$ cat src/rtl/mem_arbiter_pkg.sv
// Shared types for the IF/MEM SRAM arbiter: FSM state, grant owner, counter width.
package mem_arbiter_pkg;

  typedef enum logic [1:0] {
    ARB_IDLE   = 2'd0,
    ARB_ACCESS = 2'd1,
    ARB_DONE   = 2'd2
  } arb_state_e;

  typedef enum logic {
    GRANT_IF  = 1'b0,
    GRANT_MEM = 1'b1
  } grant_e;

  localparam int unsigned CNT_W = 4;

endpackage

$ cat src/rtl/mem_arbiter.sv
// Serialises IF fetches and MEM loads/stores onto one fixed-latency SRAM and
// produces the pipeline freeze signals while an access is outstanding.
module mem_arbiter
  import mem_arbiter_pkg::*;
#(
  parameter int unsigned ADDR_W      = 32,
  parameter int unsigned DATA_W      = 32,
  parameter int unsigned WAIT_CYCLES = 3
) (
  input  logic              clk,
  input  logic              rst,
  input  logic              if_req,
  input  logic [ADDR_W-1:0] if_addr,
  input  logic              if_flush,
  output logic [DATA_W-1:0] if_rdata,
  output logic              if_ready,
  input  logic              mem_rd,
  input  logic              mem_wr,
  input  logic [ADDR_W-1:0] mem_addr,
  input  logic [DATA_W-1:0] mem_wdata,
  output logic [DATA_W-1:0] mem_rdata,
  output logic              mem_ready,
  output logic              freeze_if,
  output logic              freeze_pipe,
  output logic              sram_en,
  output logic              sram_we,
  output logic [ADDR_W-1:0] sram_addr,
  output logic [DATA_W-1:0] sram_wdata,
  input  logic [DATA_W-1:0] sram_rdata
);

  localparam logic [CNT_W-1:0] CNT_LOAD = CNT_W'(WAIT_CYCLES - 1);

  arb_state_e        state_q;
  grant_e            grant_q;
  logic [CNT_W-1:0]  cnt_q;
  logic              we_q;
  logic              drop_q;
  logic              sram_en_q;
  logic [ADDR_W-1:0] addr_q;
  logic [DATA_W-1:0] wdata_q;
  logic [DATA_W-1:0] if_rdata_q;
  logic [DATA_W-1:0] mem_rdata_q;
  logic              if_ready_q;
  logic              mem_ready_q;
  logic              mem_req;

  assign mem_req = mem_rd | mem_wr;

  always_ff @(posedge clk) begin
    if (rst) begin
      state_q     <= ARB_IDLE;
      grant_q     <= GRANT_IF;
      cnt_q       <= '0;
      we_q        <= 1'b0;
      drop_q      <= 1'b0;
      sram_en_q   <= 1'b0;
      addr_q      <= '0;
      wdata_q     <= '0;
      if_rdata_q  <= '0;
      mem_rdata_q <= '0;
      if_ready_q  <= 1'b0;
      mem_ready_q <= 1'b0;
    end else begin
      if_ready_q  <= 1'b0;
      mem_ready_q <= 1'b0;
      case (state_q)
        ARB_IDLE: begin
          // MEM holds the older instruction, so it always wins a tie.
          if (mem_req) begin
            grant_q   <= GRANT_MEM;
            addr_q    <= mem_addr;
            wdata_q   <= mem_wdata;
            we_q      <= mem_wr;
            cnt_q     <= CNT_LOAD;
            sram_en_q <= 1'b1;
            state_q   <= ARB_ACCESS;
          end else if (if_req) begin
            grant_q   <= GRANT_IF;
            addr_q    <= if_addr;
            we_q      <= 1'b0;
            drop_q    <= if_flush;
            cnt_q     <= CNT_LOAD;
            sram_en_q <= 1'b1;
            state_q   <= ARB_ACCESS;
          end
        end
        ARB_ACCESS: begin
          if (grant_q == GRANT_IF && if_flush) drop_q <= 1'b1;
          if (cnt_q == '0) begin
            sram_en_q <= 1'b0;
            state_q   <= ARB_DONE;
            if (grant_q == GRANT_MEM) begin
              mem_ready_q <= 1'b1;
              if (!we_q) mem_rdata_q <= sram_rdata;
            end else if (!(drop_q || if_flush)) begin
              // A flush in the final access cycle must still cancel the fetch.
              if_ready_q <= 1'b1;
              if_rdata_q <= sram_rdata;
            end
          end else begin
            cnt_q <= cnt_q - CNT_W'(1);
          end
        end
        ARB_DONE: state_q <= ARB_IDLE;
        default:  state_q <= ARB_IDLE;
      endcase
    end
  end

  assign sram_en     = sram_en_q;
  assign sram_we     = sram_en_q & we_q;
  assign sram_addr   = addr_q;
  assign sram_wdata  = wdata_q;
  assign if_rdata    = if_rdata_q;
  assign mem_rdata   = mem_rdata_q;
  assign if_ready    = if_ready_q;
  assign mem_ready   = mem_ready_q;

  assign freeze_pipe = mem_req & ~mem_ready_q;
  assign freeze_if   = freeze_pipe | (if_req & ~if_ready_q);

endmodule

$ cat config.mk
export PLATFORM = sky130hd
export DESIGN_NAME = mem_arbiter
export DESIGN_NICKNAME = d
export VERILOG_FILES = /design/src/rtl/mem_arbiter_pkg.sv /design/src/rtl/mem_arbiter.sv
export SDC_FILE = /design/constraint.sdc
export NUM_CORES = 1
export LEC_CHECK = 0
export BUFFER_PORTS_ARGS = -buffer_cell sky130_fd_sc_hd__buf_2
export CAP_MARGIN = 20
export CORE_UTILIZATION = 25
export CTS_BUF_LIST = sky130_fd_sc_hd__clkbuf_16
export DETAILED_ROUTE_END_ITERATION = 8
export HOLD_SLACK_MARGIN = 0.15
export SLEW_MARGIN = 5
export SYNTH_ARGS = -nofsm -noshare
export SYNTH_HDL_FRONTEND = slang
export SYNTH_SLANG_ARGS = --single-unit
$ cat constraint.sdc
create_clock -name clk -period 2.37 [get_ports clk]
set_clock_uncertainty 0.2 [all_clocks]
set_input_delay 0.237 -clock clk [delete_from_list [all_inputs] [get_ports clk]]
set_output_delay 0.237 -clock clk [all_outputs]
set_load 0.005 [all_outputs]
==> flow_summary_export.csv, run 1 <==
group,metric,value,unit
outcome,status,"finished clean",
route,wl_met2,9208,um
sta,final_max_slew_viol_count,0,
worst_setup_path,path_max_fanout,26,
clock_tree,cts_tree,"done",
synth,ys.flop_type,"dfxtp_1",
finish,nNetsFinal,1151,
hold_path,hold_depth,5,
synth,ys_ff_latch,140,
sta,fin_crit,2.260,ns
worst_setup_path,rrSetupSlack,0.16,ns
finish,drive_gt1_share,31.29,%
worst_setup_path,endpoint_kind,"flip-flop",
worst_setup_path,crit_chain,"dlygate4sd3_1, buf_2, or3_4, buf_6, a21oi_1, a311oi_1, dlygate4sd3_1",
synth,synth_edf_count,0,
finish,final_cell_area,0.009443,mm^2
power_and_ir_drop,seq_power_share,38.3,%
global_route,grt_usage,15.95,%
worst_setup_path,crit_top_cell,"dlygate4sd3_1",
sta,fmax,442.5,MHz
hold_path,holdPathEnd,"we_q",
power_and_ir_drop,p_switching,1.859,mW
route,avgRoutedWirePerCell,14.58,um
sta,setup_viol,0,
worst_setup_path,required,2.48,ns
global_route,grt_pass1_wl,30360,um
synth,ys_seq_area_share,48.16,%
synth,synth_warnings,0,
power_and_ir_drop,leakage,4.388,nW
global_route,antenna_found_initial,0,
floorplanning,rows,55,
clock_tree,post_cts_buffers,0,
global_route,first_global_vias,6043,
sta,slew-limit-headroom,59.36,%
route,drc_errors,0,
clock_tree,cts_htree_levels,4,
clock_tree,cts_made_buffers,17,
route,routed_wl,19160,um
sta,rsz0062_at_grt,"false",
clock_tree,cts_max_path_buffers,2,
sta,tns,0,ns
global_route,grt_max_degree,87,
route,vias,6036,
finish,area.sequential,0.002803,mm^2
floorplanning,boundaryPins,268,
finish,multi_input_area,0.002761,mm^2
power_and_ir_drop,p_clk_share,42.1,%
clock_tree,worst_skew_pair.late_latency,0.42,ns
flow_run,drv_cap,0,
worst_setup_path,worstRegToRegCells,5,
hold_path,hold_path_class,"input pin to flip-flop",
power_and_ir_drop,internal_power,5.129,mW
synth,postSynthCellCount,639,
synth,synthDistinctLibCells,35,
route,dr.pass1.iters,4,
power_and_ir_drop,sw_frac_of_total,26.60,%
worst_setup_path,setup.worst_path.class,"input pin to flip-flop",
worst_setup_path,reg2reg_from,"state_q[1]",
worst_setup_path,cp-startpoint,"if_req",
floorplanning,die_y,154.6,um
power_and_ir_drop,powerDensity,740.1,mW/mm^2
sta,finalCritPeriodShare,95.35,%
floorplanning,core_area,0.02271,mm^2
power_and_ir_drop,vdd_ir_drop_max,0.4029,mV
route,met1_length,8456,um
synth,synth_area_leaders,"dfxtp_1, mux2i_1, nand2b_1",
global_route,gr-total-overflow,0,
floorplanning,start_util,25.63,%
worst_setup_path,r2r_end,"sram_addr[22]",
synth,synth_nets,774,
synth,synthesis.area,0.005819,mm^2
floorplanning,fp.dieW,154.6,um
route,ant_nets,0,
place,placed_area,0.007443,mm^2
sta,worst_pin_slew,0.6095,ns
synth,synth_top_area_share,48.16,%
hold_path,min_from,"mem_wr",
synth,syn_area_per_cell,9.107,um^2
sta,hold_violations,0,
route,wl_met3,1211,um
finish,antenna_cells,0,
floorplanning,dieArea,0.02389,mm^2
route,routed.top_layer,"met4",
worst_setup_path,critPathSlowestCell,"dlygate4sd3_1",
worst_setup_path,max_stage_delay,0.58,ns
finish,syn2layout_area_growth,62.27,%
place,gp_congestion,0.7586,
power_and_ir_drop,pwr-share-comb,19.6,%
place,dp_hpwl,11580,um
synth,synthArstFlopShare,0,%
synth,synth_top_area_cell,"dfxtp_1",
place,numPortBuffers,267,
route,drt_iter0_drc,422,
worst_setup_path,critPathArrivalTime,2.37,ns
worst_setup_path,start_kind,"input pin",
finish,n_fill_cell,2192,
clock_tree,root_buffer,"clkbuf_16",
clock_tree,cts_num_sinks,140,
clock_tree,clk_pin_slew,0.06,ns
route,via_per_inst,4.594,
-- kinds of logic (layout without fill, tap and decap cells) --
family	after synthesis	in the layout	synth area share, %
flops	140	140	48.16
fa+ha+maj	1	1	0.2150
compound gates	145	145	14.92
mux	64	64	11.01
simple gates	226	226	20.83
buf+inv	63	453	4.859
-- power by group through the flow --
stage / Combinational [mW] / Sequential, mW / Clock [mW]
after detailed placement: 1.14 / 2.72 / 0
after CTS: 1.36 / 2.67 / 3.05
after global placement: 1.14 / 2.72 / 0
after floorplan: 0.622 / 2.73 / 0
final: 1.37 / 2.68 / 2.94
after global routing: 1.50 / 2.70 / 3.14
-- cells in the final DEF, fill, tap and decap left out, types with 5 or more instances in the layout --
| master | n |
|---|---|
| nand2b_1 | 97 |
| buf_2 | 266 |
| clkbuf_16 | 17 |
| nand3_1 | 34 |
| buf_12 | 5 |
| bufinv_16 | 5 |
| dlygate4sd3_1 | 134 |
| o21ai_0 | 35 |
| nand2_1 | 68 |
| buf_4 | 10 |
| mux2i_1 | 64 |
| a311oi_1 | 32 |
| dfxtp_1 | 140 |
| a21oi_1 | 70 |
| inv_1 | 6 |
-- registers in the layout (all words and copies together), names as in the netlist --
name,cells
drop_q,1
if_rdata,32
mem_rdata,32
sram_addr,32
grant_q,1
mem_ready,1
sram_wdata,32
if_ready,1
cnt_q,4
state_q,2
we_q,1
sram_en,1
-- per-layer routing --
metal  GRT usage, %  up-vias
met5              0        -
met4          5.469        0
met3          4.903       23
met2          27.24      239
met1          18.90     2797
li1               -     2977
-- metrics by stage --
step | std cells | worst slack [ns] | util (%) | hold slack [ns] | total power [mW]
6_report | 1314 | 0.1101 | 41.58 | 0.2362 | 6.989
5_1_grt | 1314 | 0.05033 | 41.58 | 0.2636 | 7.342
4_1_cts | 1314 | 0.01896 | 41.52 | 0.2090 | 7.082
3_5_place_dp | 1148 | 0.3238 | 32.78 | 0.2606 | 3.867
3_3_place_gp | 1148 | 0.4255 | 32.78 | 0.2542 | 3.859
2_1_floorplan | 639 | 0.4427 | - | 0.1730 | 3.356
-- final cells by class --
type | instances | area share (%)
Tap cell | 285 | 3.776
Sequential cell | 140 | 29.68
Timing Repair Buffer | 416 | 30.28
Clock inverter | 15 | 2.319
Clock buffer | 17 | 4.505
Inverter | 5 | 0.1988
Multi-Input combinational cell | 436 | 29.24
-- what timing repair did --
| action | CTS | global route |
|---|---|---|
| resized for setup | 0 | 3 |
| hold buffers | 134 | 0 |
| endpoints found under the hold margin | 132 | 0 |
| endpoints found under the setup margin | 0 | 16 |
-- how the worst max path moves through the flow --
stage | end | slack, ns | cells past startpoint
after global placement | if_rdata[27] | 0.43 | 6
after global routing | sram_addr[22] | 0.05 | 5
after detailed placement | if_rdata[16] | 0.32 | 6
final | sram_addr[22] | 0.11 | 7
after floorplan | if_rdata[10] | 0.44 | 6
after CTS | sram_addr[20] | 0.02 | 7
-- critical path, delay by kind of cell --
| kind | cells | cell delay [ns] |
|---|---|---|
| buffers and inverters | 4 | 1.48 |
| and+or+nand+nor | 1 | 0.39 |
| AOI/OAI and AO/OA | 2 | 0.24 |
-- cells in the mapped netlist (all sizes together), types with 3 or more instances --
master and count:
mux2i 64, o21ai 35, nand3 34, a21oi 70
a311oi 32, nor2b 3, dfxtp 140, clkbuf 40
nor2 6, inv 5, nand2b 97, nor3 5
buf 18, nand2 68
(Power assumes the default switching activity.)
==> run 2, diff against run 1 <==
ABC_AREA = 1   (was default)
clock period = 2.6 ns   (was 2.37 ns; I/O delays follow)
==> run 2 against run 1 <==
Compared with the run above:
- clock power down 18%
- worst hold slack better by 0.025 ns
- combinational power increased by 24%
- critical path type is now flip-flop to flip-flop
- largest power group is now sequential cells
==> flow_summary_export.csv, run 2 <==
group,metric,value,unit
synth,ys_ff_latch,140,
synth,yosysMostFrequentCell,"nand2_1",
finish,final_cell_mix,"buf_2, nand2_1, nor2_1, dfxtp_1, dlygate4sd3_1",
sta,fin_crit,2.311,ns
clock_tree,worst_skew_pair.late_latency,0.41,ns
floorplanning,start_util,25.69,%
worst_setup_path,max_stage_delay,0.55,ns
flow_run,drv_cap,0,
synth,ys.flop_type,"dfxtp_1",
synth,synth_area_leaders,"dfxtp_1, nand2_1, nor2_1",
synth,ys_seq_area_share,47.89,%
synth,synthesis.area,0.005852,mm^2
place,dp_hpwl,11710,um
place,numPortBuffers,267,
worst_setup_path,required,2.76,ns
global_route,grt_max_degree,65,
worst_setup_path,path_max_fanout,3,
floorplanning,rows,55,
outcome,status,"finished clean",
power_and_ir_drop,powerDensity,720.1,mW/mm^2
route,drt_iter0_drc,251,
clock_tree,cts_num_sinks,140,
sta,setup_viol,0,
clock_tree,cts_made_buffers,17,
floorplanning,die_y,155.0,um
worst_setup_path,start_kind,"flip-flop",
global_route,grt_pass1_wl,29900,um
synth,synth_nets,982,
finish,syn2layout_area_growth,58.69,%
route,vias,6557,
worst_setup_path,worstRegToRegCells,7,
clock_tree,root_buffer,"clkbuf_16",
synth,synth_warnings,0,
worst_setup_path,critPathArrivalTime,2.47,ns
sta,hold_violations,0,
power_and_ir_drop,leakage,4.658,nW
hold_path,hold_path_class,"flip-flop to flip-flop",
global_route,first_global_vias,6131,
finish,drive_gt1_share,26.66,%
sta,rsz0062_at_grt,"false",
clock_tree,cts_max_path_buffers,2,
finish,n_fill_cell,2341,
sta,fmax,432.7,MHz
global_route,gr-total-overflow,0,
clock_tree,cts_htree_levels,4,
clock_tree,post_cts_resized,0,
worst_setup_path,cp-startpoint,"state_q[1]",
sta,slew-limit-headroom,60.05,%
worst_setup_path,rrSetupSlack,0.29,ns
floorplanning,core_area,0.02278,mm^2
global_route,grt_usage,15.58,%
sta,final_max_slew_viol_count,0,
worst_setup_path,crit_end,"drop_q",
synth,synthArstFlopShare,0,%
power_and_ir_drop,power,6.687,mW
synth,synth_top_area_cell,"dfxtp_1",
worst_setup_path,crit_buf_inv,2,
synth,syn_area_per_cell,6.909,um^2
sta,finalHoldWorstSlack,0.2608,ns
worst_setup_path,r2r_end,"drop_q",
synth,postSynthCellCount,847,
route,ant_nets,0,
synth,synth_top_area_share,47.89,%
place,gp_congestion,0.7612,
route,via_per_inst,4.225,
synth,synthDistinctLibCells,24,
finish,final_common_cell,"buf_2",
worst_setup_path,path_depth,7,
route,routed_wl,18610,um
worst_setup_path,critPathSlowestCell,"dlygate4sd3_1",
floorplanning,fp.dieW,155.0,um
floorplanning,boundaryPins,268,
global_route,antenna_found_initial,1,
synth,synth_edf_count,0,
clock_tree,cts_tree,"done",
synth,synthTopCellsByCount,"nand2_1, nor2_1, dfxtp_1",
route,dr.pass1.iters,5,
worst_setup_path,setup.worst_path.class,"flip-flop to flip-flop",
route,avgRoutedWirePerCell,11.99,um
worst_setup_path,path_delay_family,"buffers and inverters",
clock_tree,clk_pin_slew,0.06,ns
sta,worst_pin_slew,0.5984,ns
sta,finalCritPeriodShare,88.88,%
worst_setup_path,reg2reg_from,"state_q[1]",
worst_setup_path,endpoint_kind,"flip-flop",
sta,tns,0,ns
finish,nNetsFinal,1360,
floorplanning,dieArea,0.02402,mm^2
route,drc_errors,0,
power_and_ir_drop,vdd_ir_drop_max,0.4043,mV
worst_setup_path,crit_chain,"nor2_2, nand3_1, nand2_1, nand2_1, dlygate4sd3_1, a21oi_1, dlygate4sd3_1",
[run 2: power breakdown]
part | switching, mW | leakage [nW] | internal [mW] | total, mW
logic | 0.965 | 3.23 | 0.732 | 1.70
clock network | 0.986 | 0.279 | 1.41 | 2.40
registers | 0.160 | 1.15 | 2.43 | 2.59
[run 2: repair_timing]
| item | CTS | global route |
|---|---|---|
| endpoints found under the setup margin | 0 | 0 |
| hold buffers | 133 | 0 |
| buffers inserted | 0 | 0 |
| hold endpoints to repair | 135 | 0 |
[run 2: kinds of logic (layout without fill, tap and decap cells)]
logic type	after synthesis	in the layout	share of synthesized area [%]
AO/OA/AOI/OAI	72	72	6.179
adder cells (fa/ha/maj)	1	1	0.2138
flip-flops	140	140	47.89
buffers and inverters	102	493	8.702
AND/OR/NAND/NOR	532	532	37.01
other	0	1	0
[run 2: metrics by stage]
stage	area, um^2	setup WS (ns)	instances	utilization (%)
2_1_floorplan	5852	0.9933	847	-
3_3_place_gp	7381	0.4963	1386	32.40
3_5_place_dp	7381	0.4486	1386	32.40
4_1_cts	9284	0.3088	1551	40.76
5_1_grt	9286	0.1488	1552	40.77
6_report	9286	0.2891	1552	40.77
[run 2: final cells by class]
type,instances,area [um^2],area share (%)
clock inverters,15,146.4,1.576
inverters,49,183.9,1.981
diodes,1,2.502,0.02695
clock buffers,17,425.4,4.581
multi-input cells,605,2551,27.47
repair buffers,412,2783,29.96
well taps,313,391.6,4.217
flip-flops and latches,140,2803,30.18
[run 2: worst min path at each step]
stage,startpoint,endpoint,slack (ns),depth (start not counted)
after floorplan,if_flush,drop_q,0.20,2
after global placement,sram_addr[10],sram_addr[10],0.25,2
after detailed placement,sram_addr[12],sram_addr[12],0.25,2
after CTS,sram_addr[12],sram_addr[12],0.26,2
after global routing,sram_addr[8],sram_addr[8],0.27,2
final,sram_addr[1],sram_addr[1],0.26,2
[run 2: routing by layer]
metal,vias up,share of wire (%),global-route usage (%)
li1,3372,-,-
met4,0,2.1,5.846
met1,2935,46,18.99
met3,26,5.9,3.760
met5,-,0,0
met2,224,46,26.49
[run 2: worst register-to-register path: cells and delay by family, from the launching register on]
kind            cells  cell delay [ns]
flops               1             0.37
compound gates      1             0.12
simple gates        4             0.47
buf+inv             2             1.10
==> run 3, diff against run 2 <==
REMOVE_ABC_BUFFERS = 1   (was default)
==> run 3 against run 2 <==
Compared with the run above:
- sequential power hardly changed
- first-iteration DRC count is 23% higher
- total power is 2.2% lower
- sequential cell count stayed put
- clock-buffer cell count stayed put
- worst setup slack worse by 0.18 ns
- wire length is 6.7% higher
- sequential share of layout area is 0.24 points lower
- maximum frequency is 7.1% lower
- non-clock buffer count is 11 higher
==> flow_summary_export.csv, run 3 (synthesis results as in run 2) <==
group,metric,value,unit
outcome,status,"finished clean",
place,dp_cells,1386,
place,numPortBuffers,267,
global_route,grt_usage,16.43,%
clock_tree,cts_made_buffers,17,
finish,syn2layout_area_growth,59.97,%
flow_run,drv_cap,0,
place,placed_area,0.007406,mm^2
sta,setup_viol,0,
clock_tree,cts_htree_levels,4,
clock_tree,clk_pin_slew,0.06,ns
floorplanning,start_util,25.69,%
clock_tree,cts_tree,"done",
route,via_per_inst,4.260,
global_route,grtUsageMet1,18.50,%
worst_setup_path,r2r_end,"drop_q",
power_and_ir_drop,p_switching,2.077,mW
sta,rsz0062_at_grt,"false",
finish,n_fill_cell,2356,
worst_setup_path,endpoint_kind,"flip-flop",
sta,finalCritPeriodShare,95.66,%
global_route,top_usage_layer,"met2",
clock_tree,cts_num_sinks,140,
sta,hold_violations,0,
sta,worst_pin_slew,0.8046,ns
finish,area.sequential,0.002803,mm^2
worst_setup_path,reg2reg_from,"state_q[1]",
sta,fmax,402.1,MHz
global_route,met2_usage,28.10,%
power_and_ir_drop,leakage,4.679,nW
global_route,use_met3,4.401,%
floorplanning,core_area,0.02278,mm^2
power_and_ir_drop,sw_frac_of_total,31.76,%
power_and_ir_drop,seq_power_share,39.7,%
worst_setup_path,worstRegToRegCells,7,
finish,final_cell_area,0.009361,mm^2
global_route,grt_max_degree,63,
global_route,antenna_found_initial,1,
sta,final_max_slew_viol_count,0,
floorplanning,rows,55,
finish,drive_gt1_share,26.27,%
hold_path,hold_path_class,"flip-flop to flip-flop",
finish,nNetsFinal,1371,
power_and_ir_drop,powerDensity,698.6,mW/mm^2
sta,slew-limit-headroom,46.24,%
worst_setup_path,required,2.71,ns
route,routed_wl,19870,um
route,drc_errors,0,
worst_setup_path,path_max_fanout,33,
finish,stdcell_count,1559,
finish,final_cell_mix,"buf_2, nand2_1, nor2_1, dlygate4sd3_1, dfxtp_1",
route,drt_iter0_drc,309,
clock_tree,root_buffer,"clkbuf_16",
route,ant_nets,0,
place,gp_congestion,0.8326,
power_and_ir_drop,pwr-share-comb,26.9,%
finish,final_common_cell,"buf_2",
place,dp_hpwl,12570,um
finish,multi_input_area,0.002555,mm^2
floorplanning,fp.dieW,155.0,um
worst_setup_path,critPathArrivalTime,2.60,ns
worst_setup_path,rrSetupSlack,0.15,ns
clock_tree,worst_skew_pair.late_latency,0.41,ns
route,avgRoutedWirePerCell,12.74,um
power_and_ir_drop,p_clk_share,33.5,%
global_route,gr-total-overflow,0,
worst_setup_path,setup.worst_path.class,"input pin to flip-flop",
worst_setup_path,crit_end,"sram_wdata[24]",
worst_setup_path,start_kind,"input pin",
power_and_ir_drop,vdd_ir_drop_max,0.3860,mV
sta,fin_crit,2.487,ns
sta,tns,0,ns
global_route,grt_pass1_wl,30990,um
floorplanning,die_y,155.0,um
global_route,first_global_vias,6379,
route,dr.pass1.iters,5,
route,vias,6641,
clock_tree,cts_max_path_buffers,2,
worst_setup_path,cp-startpoint,"mem_wr",
floorplanning,dieArea,0.02402,mm^2
floorplanning,boundaryPins,268,
power_and_ir_drop,internal_power,4.462,mW
-- run 3: cell count changes in the layout (fill, tap and decap cells not counted), sizes merged --
cell / previous run / this run
bufinv: 2 / 1
clkinv: 8 / 7
buf: 279 / 281
inv: 52 / 50
dlygate4sd3: 133 / 142
-- run 3: worst min path at each step --
stage,endpoint,cells after the start,startpoint,slack [ns]
final,sram_addr[11],2,sram_addr[11],0.26
after detailed placement,sram_addr[4],2,sram_addr[4],0.25
after CTS,sram_addr[4],2,sram_addr[4],0.26
after floorplan,cnt_q[2],1,rst,0.13
after global placement,sram_addr[25],2,sram_addr[25],0.25
after global routing,sram_addr[22],2,sram_addr[22],0.28
-- run 3: worst max-delay path, cell delays in order --
cell,delay [ns]
dlygate4sd3_1,0.53
buf_2,0.13
nor2_4,0.04
inv_2,0.41
nand2_2,0.11
buf_4,0.26
o21ai_0,0.20
dlygate4sd3_1,0.59
nor2_1,0.05
-- run 3: power groups by stage --
stage / clock [mW] / combinational (mW) / sequential (mW)
finish: 2.19 / 1.76 / 2.59
global route: 2.35 / 1.97 / 2.63
CTS: 2.26 / 1.76 / 2.59
detailed placement: 0 / 1.56 / 2.64
global placement: 0 / 1.54 / 2.63
floorplan: 0 / 0.823 / 2.65
-- run 3: routing by layer --
layer  vias up  wire, um
met5         -         0
met1      2983      8452
li1       3394         -
met3        49      1108
met2       215      9581
met4         0       724
-- run 3: cell type report --
type                       count  area share (%)
timing repair buffer         423           31.15
clock inverter                11          0.8955
clock buffer                  17           4.544
multi-input combinational    605           27.29
tap                          313           4.183
antenna                        1         0.02673
inverter                      49           1.965
sequential                   140           29.94
-- run 3: metrics by stage --
| step | power, mW | util [%] | hold WS (ns) | setup slack (ns) |
|---|---|---|---|---|
| 2_1_floorplan | 3.471 | - | 0.1291 | 0.04851 |
| 5_1_grt | 6.947 | 41.10 | 0.2751 | 0.006632 |
| 3_5_place_dp | 4.192 | 32.51 | 0.2517 | 0.5677 |
| 6_report | 6.540 | 41.10 | 0.2580 | 0.1129 |
| 3_3_place_gp | 4.175 | 32.51 | 0.2505 | 0.6089 |
| 4_1_cts | 6.607 | 40.99 | 0.2609 | 0.07521 |
-- run 3: what timing repair did --
action,in CTS,in global routing
resized for setup,0,2
setup buffers,0,2
endpoints found under the setup margin,0,1
hold buffers,142,0
endpoints found under the hold margin,132,0
